## config.mk

```make
export PLATFORM = sky130hd
export DESIGN_NAME = colision_lane_monitor
export DESIGN_NICKNAME = d
export VERILOG_FILES = /design/src/rtl/colision_lane_monitor_pkg.sv /design/src/rtl/colision_lane_monitor_lane_select_mux.sv /design/src/rtl/colision_lane_monitor.sv
export SDC_FILE = /design/constraint.sdc
export NUM_CORES = 1
export LEC_CHECK = 0
export CAP_MARGIN = 10
export CORE_MARGIN = 4
export CORE_UTILIZATION = 41
export DETAILED_ROUTE_END_ITERATION = 10
export PLACE_DENSITY_LB_ADDON = 0.05
export SLEW_MARGIN = 10
export SYNTH_ARGS = -nofsm -noshare
export SYNTH_HDL_FRONTEND = slang
export SYNTH_SLANG_ARGS = --single-unit
```

## constraint.sdc

```tcl
create_clock -name ColLane_CLOCK_50 -period 5.4 [get_ports ColLane_CLOCK_50]
set_input_delay 1.62 -clock ColLane_CLOCK_50 [delete_from_list [all_inputs] [get_ports ColLane_CLOCK_50]]
set_output_delay 1.62 -clock ColLane_CLOCK_50 [all_outputs]
set_load 0.01 [all_outputs]
```

## src/rtl/colision_lane_monitor_pkg.sv

```systemverilog
// Shared types and default sizing for the lane collision monitor.
// The FSM encoding and the safe-lane code live here so the mux and the top agree.
package colision_pkg;

  typedef enum logic [1:0] {
    IDLE   = 2'd0,
    ARMING = 2'd1,
    HIT    = 2'd2
  } state_t;

  localparam int SAFE_LANE     = 0;
  localparam int LANES_DEF     = 8;
  localparam int SEL_WIDTH_DEF = 3;
  localparam int FILTER_DEF    = 2;

endpackage

```

## src/rtl/colision_lane_monitor_lane_select_mux.sv

```systemverilog
// LANES:1 overlap selector. The output is high only for an in-range, non-safe,
// unmasked lane whose overlap bit is set.
module lane_select_mux
  import colision_pkg::*;
#(
  parameter int LANES     = LANES_DEF,
  parameter int SEL_WIDTH = SEL_WIDTH_DEF
) (
  input  logic [SEL_WIDTH-1:0] i_sel,
  input  logic [LANES-1:0]     i_lanes,
  input  logic [LANES-1:0]     i_mask,
  output logic                 o_q
);

  logic [LANES-1:0] w_lane_hit;

  // One decoder leg per lane; codes at or beyond LANES never match any leg.
  genvar gi;
  generate
    for (gi = 0; gi < LANES; gi++) begin : g_lane
      localparam logic [SEL_WIDTH-1:0] CODE = SEL_WIDTH'(gi);
      if (gi == SAFE_LANE) begin : g_safe
        assign w_lane_hit[gi] = 1'b0;
      end else begin : g_real
        assign w_lane_hit[gi] = (i_sel == CODE) & i_lanes[gi] & i_mask[gi];
      end
    end
  endgenerate

  assign o_q = |w_lane_hit;

endmodule

```

## src/rtl/colision_lane_monitor.sv

```systemverilog
// Registered lane collision monitor: selected overlap bit, consecutive-sample
// filter and a sticky hit flag that remembers the lane it came from.
module colision_lane_monitor
  import colision_pkg::*;
#(
  parameter int LANES     = LANES_DEF,
  parameter int SEL_WIDTH = SEL_WIDTH_DEF,
  parameter int FILTER    = FILTER_DEF
) (
  input  logic                 ColLane_CLOCK_50,
  input  logic                 ColLane_RESET_InHigh,
  input  logic                 ColLane_Enable_In,
  input  logic [SEL_WIDTH-1:0] ColLane_Select_Bus_In,
  input  logic [LANES-1:0]     ColLane_Lanes_Bus_In,
  input  logic [LANES-1:0]     ColLane_Mask_Bus_In,
  input  logic                 ColLane_Clear_In,
  output logic                 ColLane_Raw_Out,
  output logic                 ColLane_Hit_Out,
  output logic [SEL_WIDTH-1:0] ColLane_HitLane_Bus_Out
);

  localparam int CNT_W = (FILTER < 1) ? 1 : $clog2(FILTER + 1);
  localparam logic [CNT_W-1:0] CNT_MAX  = '1;
  localparam logic [CNT_W-1:0] FILTER_C = CNT_W'(FILTER);

  state_t               r_state;
  logic [CNT_W-1:0]     r_cnt;
  logic [SEL_WIDTH-1:0] r_prev_sel;
  logic                 r_raw;
  logic                 r_hit;
  logic [SEL_WIDTH-1:0] r_hit_lane;

  logic                 w_q;
  logic [CNT_W-1:0]     w_cnt_inc;
  logic [CNT_W-1:0]     w_cnt_new;

  lane_select_mux #(
    .LANES     (LANES),
    .SEL_WIDTH (SEL_WIDTH)
  ) u_mux (
    .i_sel   (ColLane_Select_Bus_In),
    .i_lanes (ColLane_Lanes_Bus_In),
    .i_mask  (ColLane_Mask_Bus_In),
    .o_q     (w_q)
  );

  // A lane change restarts the streak; staying on the same lane extends it.
  always_comb begin
    w_cnt_inc = (r_cnt == CNT_MAX) ? r_cnt : r_cnt + 1'b1;
    w_cnt_new = (ColLane_Select_Bus_In != r_prev_sel) ? CNT_W'(1) : w_cnt_inc;
  end

  always_ff @(posedge ColLane_CLOCK_50) begin
    if (ColLane_RESET_InHigh) begin
      r_state    <= IDLE;
      r_cnt      <= '0;
      r_prev_sel <= '0;
      r_raw      <= 1'b0;
      r_hit      <= 1'b0;
      r_hit_lane <= '0;
    end else begin
      r_raw <= w_q;
      if (ColLane_Clear_In) begin
        // Acknowledge discards any sample arriving on the same cycle.
        r_state <= IDLE;
        r_cnt   <= '0;
        r_hit   <= 1'b0;
      end else if (ColLane_Enable_In && (r_state != HIT)) begin
        r_prev_sel <= ColLane_Select_Bus_In;
        if (!w_q) begin
          r_cnt   <= '0;
          r_state <= IDLE;
        end else if (w_cnt_new >= FILTER_C) begin
          r_state    <= HIT;
          r_hit      <= 1'b1;
          r_hit_lane <= ColLane_Select_Bus_In;
          r_cnt      <= '0;
        end else begin
          r_cnt   <= w_cnt_new;
          r_state <= ARMING;
        end
      end
    end
  end

  assign ColLane_Raw_Out         = r_raw;
  assign ColLane_Hit_Out         = r_hit;
  assign ColLane_HitLane_Bus_Out = r_hit_lane;

endmodule

```

==> flow_summary.toml, run 1 <==
[clocking]
clk_pin_slew_ns = 0.07
numCtsBuffers = 3
clock_latency_ns = 0.27
postCtsSetupBuffers = 0
ctsResizeCount = 0
cts_tree = "yes"
htreeDepth = 1
hold_buffers = 0
root_buffer = "clkbuf_4"
clock_path_buffers = 2
numClockSinks = 12

[global_route]
gr-total-overflow = 0
antenna_found_initial = 0
grt_pass1_wl_mm = 2.070
grt_usage = 0.1402
grt_pass1_vias = 495
grt_start_max_net_pins = 10

[critical_path]
critPathBufInv = 1
reg2reg_slack_ns = 3.80
cp_top_family = "multiplexers"
cp-start-kind = "input port"
slowest_stage = "clkdlybuf4s50_1"
worst_ep_arrival_time_ns = 3.64
end_kind = "register"
cp_max_fo = 7
crit_chain = "clkdlybuf4s50_1 > mux4_2 > a2111oi_4 > mux2i_1 > nor2_1"
cpPeakStageDelay_ns = 0.64
worstSetupPathType = "in2reg"
critical_path_required_ns = 5.54

[timing]
skew_ns = 0.005074
grt_setup_unrepaired = "no"
setup_slack_ns = 1.908
fmax_mhz = 286.3
fin_tns_setup_ns = 0
final_hold_viol_count = 0
worst_slew_pin_slew_ns = 0.4341
finalCritPeriodShare = 0.6467
period_needed_ns = 3.492
relSlewSlack = 0.7103
report.final.setup_viol = 0
report.final.slew_viol_count = 0

[power_and_ir_drop]
p_seq_frac = 0.475
p_leak_nw = 0.3185
swShare = 0.2124
finalPower_uw = 192.9
pwr_density_cell_nw_per_um2 = 223.1
pwr-share-clk = 0.354
ir_worst_vdd_mv = 0.1718
switching_power_uw = 40.98
internal-power_uw = 151.9
combPwrFrac = 0.171

[layout]
fillCellCount = 110
diodes = 0
layout.nets = 110
finalInstanceArea_um2 = 864.6
drive_above_1_share = 0.09302
area_growth_pct = 49.57
utilization = 0.6562

[placement]
place_area_um2 = 828.3
gp_congestion = 0.7394
port_buffers = 25
hpwl_mm = 1.044
dp_slack_ns = 1.633

[synth]
synth.distinct_cells = 23
synth.area.top_cells = "dfxtp_1, mux2i_1, nor2_1"
synthCells = 60
synth_top_cell_by_area = "dfxtp_1"
async_flop_share = 0
syn-num-nets = 83
synth_flop_cell = "dfxtp_1"
synth_top_area_share = 0.4156
synthesis.area_um2 = 578.1
ys_warn_count = 0
syn_area_per_cell_um2 = 9.634
synth_seq_cells = 12
yosys-top-cells-count = "dfxtp_1, nor2_1, nand2_1"
ys_seq_area_frac = 0.4156
synth_edf_count = 0
yosys.cell_count.top_type = "dfxtp_1"

[route]
drtIter0Drc = 16
dr.pass1.iters = 2
wl_per_cell_um = 13.05
wl_mm = 1.318
drc = 0
dr_total_vias = 510
ant_nets = 0
viasPerCell = 5.050

[run]
max-cap-violations = 0

[status]
outcome = "finished, final reports clean"

[floorplanning]
initial_core_util = 0.4387
std_cell_rows = 13
die-area_um2 = 2075
core-area_um2 = 1318
die_h_um = 45.55
io_pins = 28
die_w_um = 45.55

[min_path]
hold_class = "reg2reg"
final cells by class:
| cell class | count | area (um^2) | area share |
|---|---|---|---|
| inverter | 1 | 3.754 | 0.004342 |
| sequential | 12 | 240.2 | 0.2779 |
| multi-input combinational | 44 | 315.3 | 0.3647 |
| tap | 15 | 18.77 | 0.02171 |
| timing repair buffer | 25 | 250.2 | 0.2894 |
| clock buffer | 4 | 36.28 | 0.04197 |
power groups by stage:
| stage | sequential, mW | clock (mW) | combinational [mW] |
|---|---|---|---|
| after CTS | 0.0916 | 0.0705 | 0.0334 |
| final | 0.0916 | 0.0683 | 0.0330 |
| after global placement | 0.0936 | 0 | 0.0327 |
| after floorplan | 0.0938 | 0 | 0.0147 |
| after global routing | 0.0917 | 0.0771 | 0.0357 |
| after detailed placement | 0.0937 | 0 | 0.0331 |
worst reg2reg max path, delay by kind of cell (launching register included):
kind / cells / cell delay (ns)
compound gates: 2 / 0.71
flops: 1 / 0.32
mux: 1 / 0.23
xor+xnor: 1 / 0.16
simple gates: 1 / 0.06
cell usage in the layout, fill, tap and decap left out, types with 2 or more instances in the layout:
master,count
clkdlybuf4s50_1,25
dfxtp_1,12
nor2_1,8
nand2_1,7
mux2i_1,6
a21oi_1,5
xnor2_1,3
clkbuf_4,3
nand2b_1,2
through the flow:
stage,std cells,hold WS [ns]
2_1_floorplan,60,0.4339
4_1_cts,101,0.4549
3_5_place_dp,97,0.4436
5_1_grt,101,0.4810
6_report,101,0.4469
3_3_place_gp,97,0.4371
state kept, by name, summed over array words and instances (netlist names):
register and count:
r_state 2, ColLane_HitLane_Bus_Out 3, ColLane_Raw_Out 1, r_prev_sel 3, ColLane_Hit_Out 1, r_cnt 2
routing by layer:
layer | up-vias | GRT usage | part of all wire
li1 | 262 | - | -
met1 | 229 | 0.1490 | 0.41
met2 | 17 | 0.2396 | 0.48
met3 | 2 | 0.06324 | 0.10
met4 | 0 | 0.05263 | 0.0076
met5 | - | 0 | 0
path summary, 6_finish.rpt:
| check | from | cells after the start | endpoint |
|---|---|---|---|
| worst min-delay path | ColLane_Hit_Out$_SDFFE_PP0P_ | 2 | ColLane_Hit_Out$_SDFFE_PP0P_ |
| worst max register to register | r_prev_sel[2]$_SDFFE_PP0P_ | 5 | ColLane_HitLane_Bus_Out[1]$_SDFFE_PP0P_ |
| worst max-delay path | ColLane_Select_Bus_In[1] | 5 | ColLane_HitLane_Bus_Out[1]$_SDFFE_PP0P_ |
| worst min register to register | ColLane_Hit_Out$_SDFFE_PP0P_ | 2 | ColLane_Hit_Out$_SDFFE_PP0P_ |
logic make-up (layout without fill, tap and decap cells):
kind of cell | after synthesis | in the layout | share of synthesized area
mux | 7 | 7 | 0.1429
buf+inv | 4 | 30 | 0.03896
xor+xnor | 3 | 3 | 0.04546
flops | 12 | 12 | 0.4156
compound gates | 9 | 9 | 0.1385
simple gates | 25 | 25 | 0.2186
No activity file was read; power rests on OpenSTA's default activity.
==> inputs of run 2 (changes only) <==
CORE_UTILIZATION = 38   (was 41)
clock period = 3.3 ns   (was 5.4 ns; I/O delays follow)
==> flow_summary.toml, run 2 (synthesis gave the netlist of run 1 again) <==
[status]
outcome = "finished, final reports clean"

[floorplanning]
io_pins = 28
die-area_um2 = 2209
die_h_um = 47
initial_core_util = 0.4231
core-area_um2 = 1366
std_cell_rows = 13
die_w_um = 47

[clocking]
clock_path_buffers = 2
root_buffer = "clkbuf_4"
ctsResizeCount = 0
hold_buffers = 0
htreeDepth = 1
numCtsBuffers = 3
cts_tree = "yes"
numClockSinks = 12
clock_latency_ns = 0.26
postCtsSetupBuffers = 0
clk_pin_slew_ns = 0.07

[critical_path]
reg2reg_slack_ns = 1.75
end_kind = "register"
critPathLaunch = "ColLane_Mask_Bus_In[7]"
cp-start-kind = "input port"
worstSetupPathType = "in2reg"
rr_worst_depth = 5
timing.rr.end = "ColLane_HitLane_Bus_Out[0]$_SDFFE_PP0P_"
worst_ep_arrival_time_ns = 2.83
rr_startpoint = "r_prev_sel[0]$_SDFFE_PP0P_"
critical_path_required_ns = 3.44
cp_max_fo = 3

[power_and_ir_drop]
swShare = 0.2141
ir_worst_vdd_mv = 0.3037
switching_power_uw = 67.92
p_leak_nw = 0.3233
combPwrFrac = 0.173
pwr-share-clk = 0.355
finalPower_uw = 317.3
internal-power_uw = 249.4
p_seq_frac = 0.472
pwr_density_cell_nw_per_um2 = 363.8

[layout]
finalInstanceArea_um2 = 872.1
most-common-layout-cells = "clkdlybuf4s50_1, dfxtp_1, nor2_1, nand2_1, mux2i_1"
drive_above_1_share = 0.1034
diodes = 0
utilization = 0.6383
ff_latch_area_um2 = 240.2
layout.nets = 111
final_common_cell = "clkdlybuf4s50_1"
fillCellCount = 120
fin_cells = 102
multiInputGateArea_um2 = 315.3
area_growth_pct = 50.87

[route]
dr.pass1.iters = 4
ant_nets = 0
wl_mm = 1.287
wl_per_cell_um = 12.62
drc = 0
drtIter0Drc = 4
dr_total_vias = 511
viasPerCell = 5.010

[placement]
placed_cells_incl_taps = 98
place_area_um2 = 835.8
hpwl_mm = 1.054
gp_congestion = 0.6826
port_buffers = 25

[global_route]
grt_start_max_net_pins = 10
grt_pass1_vias = 493
antenna_found_initial = 0
grt_usage = 0.1317
gr-total-overflow = 0
grt_pass1_wl_mm = 2.125

[timing]
fmax_mhz = 372.9
period_needed_ns = 2.682
report.final.setup_viol = 0
finalCritPeriodShare = 0.8127
report.final.slew_viol_count = 0
worst_slew_pin_slew_ns = 0.4153
grt_setup_unrepaired = "no"
final_hold_viol_count = 0
fin_tns_setup_ns = 0
skew_ns = 0.004641
relSlewSlack = 0.7229

[min_path]
hold_end = "ColLane_Hit_Out$_SDFFE_PP0P_"
hold_class = "reg2reg"
holdPathStages = 2
min_from = "ColLane_Hit_Out$_SDFFE_PP0P_"

[run]
max-cap-violations = 0
==> run 2: cell types whose count changed in the layout (fill, tap and decap cells not counted) <==
cell   previous run  this run
buf_4             0         1
==> run 2: worst max-delay path by stage <==
stage	endpoint	slack, ns	depth (start not counted)
2_1_floorplan	ColLane_HitLane_Bus_Out[0]$_SDFFE_PP0P_	0.85	5
3_3_place_gp	ColLane_HitLane_Bus_Out[0]$_SDFFE_PP0P_	0.34	6
3_5_place_dp	ColLane_HitLane_Bus_Out[0]$_SDFFE_PP0P_	0.32	6
4_1_cts	ColLane_HitLane_Bus_Out[0]$_SDFFE_PP0P_	0.60	6
5_1_grt	ColLane_HitLane_Bus_Out[2]$_SDFFE_PP0P_	0.50	6
6_report	ColLane_HitLane_Bus_Out[0]$_SDFFE_PP0P_	0.62	6
==> run 2: power by group through the flow <==
stage	Clock [mW]	Combinational, mW	Sequential (mW)
after floorplan	0	0.0240	0.153
after global placement	0	0.0547	0.153
after detailed placement	0	0.0552	0.153
after CTS	0.115	0.0555	0.150
after global routing	0.124	0.0600	0.150
final	0.113	0.0550	0.150
==> run 2: per-stage QoR <==
stage	setup WS, ns	hold slack [ns]
final	0.6180	0.4537
after global routing	0.5049	0.4923
after CTS	0.5964	0.4538
after detailed placement	0.3228	0.4405
after global placement	0.3391	0.4405
after floorplan	0.8471	0.4339
==> run 2: area by class of cell <==
cell class / instances / area share
multi-input cells: 44 / 0.3615
repair buffers: 26 / 0.2956
flip-flops and latches: 12 / 0.2755
inverters: 1 / 0.004304
clock buffers: 4 / 0.04161
well taps: 15 / 0.02152
==> run 2: critical path: stages <==
cell and delay (ns):
clkdlybuf4s50_1 0.51, nand2_4 0.05, mux4_2 0.51, a2111oi_4 0.48
mux2i_1 0.23, nor2_1 0.05
==> run 2: layer usage <==
metal / track usage / routed length (um) / up-vias
met5: 0 / 0 / -
met4: 0 / 0 / 0
met2: 0.2114 / 574 / 18
met1: 0.1782 / 569 / 229
li1: - / - / 264
met3: 0.05364 / 143 / 0
